[config.mk]
export PLATFORM = sky130hd
export DESIGN_NAME = regfile_hilo
export DESIGN_NICKNAME = d
export VERILOG_FILES = /design/src/rtl/regfile_hilo.sv
export SDC_FILE = /design/constraint.sdc
export NUM_CORES = 2
export LEC_CHECK = 0
export ABC_CLOCK_PERIOD_IN_PS = 5200
export CORE_ASPECT_RATIO = 0.8
export CORE_UTILIZATION = 40
export CTS_BUF_LIST = sky130_fd_sc_hd__clkbuf_2
export DETAILED_ROUTE_END_ITERATION = 16
export SLEW_MARGIN = 20
export SYNTH_ARGS = -nofsm -noshare
export SYNTH_HDL_FRONTEND = slang
export SYNTH_SLANG_ARGS = --single-unit
[constraint.sdc]
create_clock -name clk -period 5.2 [get_ports clk]
set_clock_uncertainty 0.05 [all_clocks]
set_input_delay 1.56 -clock clk [delete_from_list [all_inputs] [get_ports clk]]
set_output_delay 1.56 -clock clk [all_outputs]
set_load 0.1 [all_outputs]
[src/rtl/regfile_hilo.sv]
// Two-read / one-write 32x32 register file with HI/LO pair; R0 is hardwired to zero.
// Define REGFILE_BYPASS_EN to forward same-cycle writeback data onto the read outputs.
module regfile_hilo (
   input  logic        clk,
   input  logic        rst,
   input  logic        we,
   input  logic [4:0]  waddr,
   input  logic [31:0] wdata,
   input  logic        re1,
   input  logic [4:0]  raddr1,
   output logic [31:0] rdata1,
   input  logic        re2,
   input  logic [4:0]  raddr2,
   output logic [31:0] rdata2,
   input  logic        hilo_we,
   input  logic [31:0] hi_i,
   input  logic [31:0] lo_i,
   output logic [31:0] hi_o,
   output logic [31:0] lo_o
);

   logic [31:0] regs [0:31];
   logic [31:0] hi_q;
   logic [31:0] lo_q;

   // Entry 0 is cleared on reset and never written, so it stays zero.
   always_ff @(posedge clk) begin
      if (rst) begin
         for (int i = 0; i < 32; i++) begin
            regs[i] <= '0;
         end
         hi_q <= '0;
         lo_q <= '0;
      end else begin
         if (we && (waddr != 5'd0)) begin
            regs[waddr] <= wdata;
         end
         if (hilo_we) begin
            hi_q <= hi_i;
            lo_q <= lo_i;
         end
      end
   end

   function automatic logic [31:0] read_port(input logic en, input logic [4:0] addr);
      logic [31:0] value;
      value = '0;
      if (!rst && en && (addr != 5'd0)) begin
         value = regs[addr];
`ifdef REGFILE_BYPASS_EN
         if (we && (waddr == addr)) begin
            value = wdata;
         end
`endif
      end
      return value;
   endfunction

   always_comb begin
      rdata1 = read_port(re1, raddr1);
      rdata2 = read_port(re2, raddr2);
   end

   always_comb begin
      hi_o = '0;
      lo_o = '0;
      if (!rst) begin
         hi_o = hi_q;
         lo_o = lo_q;
`ifdef REGFILE_BYPASS_EN
         if (hilo_we) begin
            hi_o = hi_i;
            lo_o = lo_i;
         end
`endif
      end
   end

endmodule

==> results_dict.tcl <==
set metrics [dict create \
    synth-edff-count 1024 \
    avgSynthCellArea_um2 14.3 \
    min_path_type "in2reg" \
    syn_inst 4010 \
    synth_top_flop_cell "edfxtp_1" \
    drt_iter0_drc 5999 \
    max_slew_margin_pct 10.1 \
    grt_overflow 0 \
    final_util_pct 49.7 \
    fin_crit_ps 5300 \
    maxCapViolations 0 \
    ys_types 49 \
    root_buffer "clkbuf_2" \
    synth_most_common_cell "edfxtp_1" \
    antenna_found_initial 25 \
    end_kind "primary output" \
    grt_usage_pct 30.3 \
    synthSimpleGateAreaFrac_pct 14.1 \
    tightest_slew_ps 1350 \
    worstPathArrival_ps 3690 \
    fillerInstances 12200 \
    ys_warn_count 0 \
    period_share_pct 102 \
    crit_chain "mux2i_1 -> a22oi_1 -> nand3_1 -> a311oi_4 -> buf_12" \
    cts_made_buffers 300 \
    worst_hold_startpoint "lo_i[31]" \
    seq_area_frac_synth_pct 55.7 \
    die_h_um 341 \
    wl_um 223000 \
    synthTopCellsByArea "edfxtp_1 (53%), mux4_2 (15%), and2_1 (11%), mux2i_1 (6.3%), dfxtp_1 (2.2%)" \
    clkLatencyLatePin_ps 1680 \
    io_buffers 244 \
    io_pins 245 \
    synthAdderAreaFrac_pct 0 \
    drv_slew 0 \
    status "complete, but fails checks" \
    cp.buffers_inverters 1 \
    synth.cell_area_mm2 0.0575 \
    placeableCoreArea_mm2 0.143 \
    required_ps 3590 \
    synth-async-reset-ratio_pct 0 \
    syn_to_final_growth_pct 23.4 \
    cts.sinks 1088 \
    grt_pass1_vias 40200 \
    power.leakage_nw 26.1 \
    seqCellArea_mm2 0.0320 \
    violations "setup timing" \
    fmax_ghz 0.189 \
    grt_start_max_net_pins 182 \
    crit_type "reg2out" \
    fin_nets 4761 \
    place.gp.congestion 0.907 \
    holdWs_ps 391 \
    synth_top_family_by_area "multiplexers" \
    cts_buffer_depth 4 \
    drc 0 \
    wl_per_cell_um 33.1 \
    cts_max_level 5 \
    synth_mux_area_share_pct 22.1 \
    ir_drop_uv 236 \
    dp_hpwl_um 136000 \
    synth-seq-cells 1088 \
    via_per_inst 6.12 \
    cts_tree "built" \
    postRouteAntennaNets 0 \
    r2r_start "hi_q[2]" \
    ys_top_cells_by_count "edfxtp_1 (1,024), and2_1 (996), mux4_2 (376)" \
    final_area_mm2 0.0710 \
    setup_viol 3 \
    clk_pin_slew_ps 120 \
    cp_max_fo 2 \
    cp-start-kind "flip-flop" \
    synth-compound-area-share_pct 4.61 \
    num_rows 124 \
    worstSetupStartpoint "regs[23][28]" \
    via_count 41200 \
    multiInputGateArea_mm2 0.0255 \
    yosysTopAreaCellShare_pct 53.4 \
    grt_pass1_wl_um 308000 \
    finalSetupTns_ps -127 \
    final_layout_size_suffix_gt1_share_pct 35.6 \
    dieArea_mm2 0.145 \
    start_util_pct 40.3 \
    layout_setup_ws_ps -95.4 \
    place_area_mm2 0.0673 \
    critPathSlowestCell "a311oi_4" \
    hold_violations 0 \
    power_density_mw_per_mm2 281 \
    cpPeakStageDelay_ps 480 \
    synth_xor_area_share_pct 0 \
    firstDrtPassIters 8 \
    crit_family "compound AO/OA/AOI/OAI gates" \
    rsz0062_at_grt "true" \
    die_x_um 426 \
    yosys.area.top_type "edfxtp_1" \
]
-- tightest hold or removal path, delay by kind of cell --
kind                   cells  cell delay [ps]
buffers and inverters      1              390
AND/OR/NAND/NOR            1               50
multiplexers               1              130
-- metrics by stage --
stage	setup WS (ps)	std cells	power, mW
final	-95.4	6731	19.9
after floorplan	-85.5	4041	12.5
after CTS	-163	6682	19.9
after global placement	-423	6171	14.0
after global routing	-170	6720	20.6
after detailed placement	-423	6171	14.0
-- registers in the layout, indices dropped and copies added, names as in the netlist --
signal,count
regs,1024
hi_q,32
lo_q,32
-- report_power, final --
part | switching (mW) | internal [mW]
clock network | 3.73 | 2.13
logic | 2.18 | 1.58
registers | 0.257 | 10.0
total | 6.17 | 13.7
-- layer usage --
metal  up-vias  part of all wire, %  GRT usage [%]  wire length (um)
met5         -               0.0094              0                21
met4         4                  4.3           14.5              9640
met3       533                   13           8.46             29000
met2      3106                   44           44.3             97100
met1     20900                   39           41.7             87100
li1      16600                    -              -                 -
-- final cells by class --
type	instances	area share [%]
repair buffers	724	12.3
multi-input cells	2528	35.9
clock inverters	58	0.319
flip-flops and latches	1088	45.1
inverters	2	0.0106
diodes	22	0.0775
clock buffers	419	2.95
well taps	1890	3.33
-- cells in the final DEF, fill, tap and decap left out, types with 14 or more instances in the layout --
cell,count
a2111oi_4,14
a211oi_1,25
a211oi_2,19
a221oi_4,25
a22o_1,43
a22oi_1,64
a31oi_1,16
a31oi_4,14
and2_1,995
buf_12,220
buf_4,370
buf_6,14
clkbuf_2,419
clkdlybuf4s50_1,97
clkinv_1,46
conb_1,32
dfxtp_1,64
diode_2,22
edfxtp_1,1024
mux2_2,51
mux2i_1,361
mux4_2,376
nand2_1,69
nor2_1,68
nor2_4,36
nor2b_1,88
nor3_4,23
o221ai_1,25
o22ai_1,23
or2_2,32
-- kinds of logic after synthesis --
logic type             after synthesis
AO/OA/AOI/OAI                      338
buffers and inverters              425
flip-flops                        1088
multiplexers                       791
other                                1
AND/OR/NAND/NOR                   1367
-- final timing paths --
path	slack, ps	depth (start not counted)	end
hold / removal	390	3	lo_q[31]
hold reg to reg	440	2	hi_q[3]
setup / recovery	-100	5	rdata1[28]
setup reg to reg	4480	2	hi_q[2]
-- what timing repair did --
item	CTS	global route
setup buffers	34	24
pin swaps	76	13
cloned	2	3
endpoints found under the setup margin	62	52
hold buffers	0	0
gates resized for setup	116	32
No activity file was read; power rests on OpenSTA's default activity.
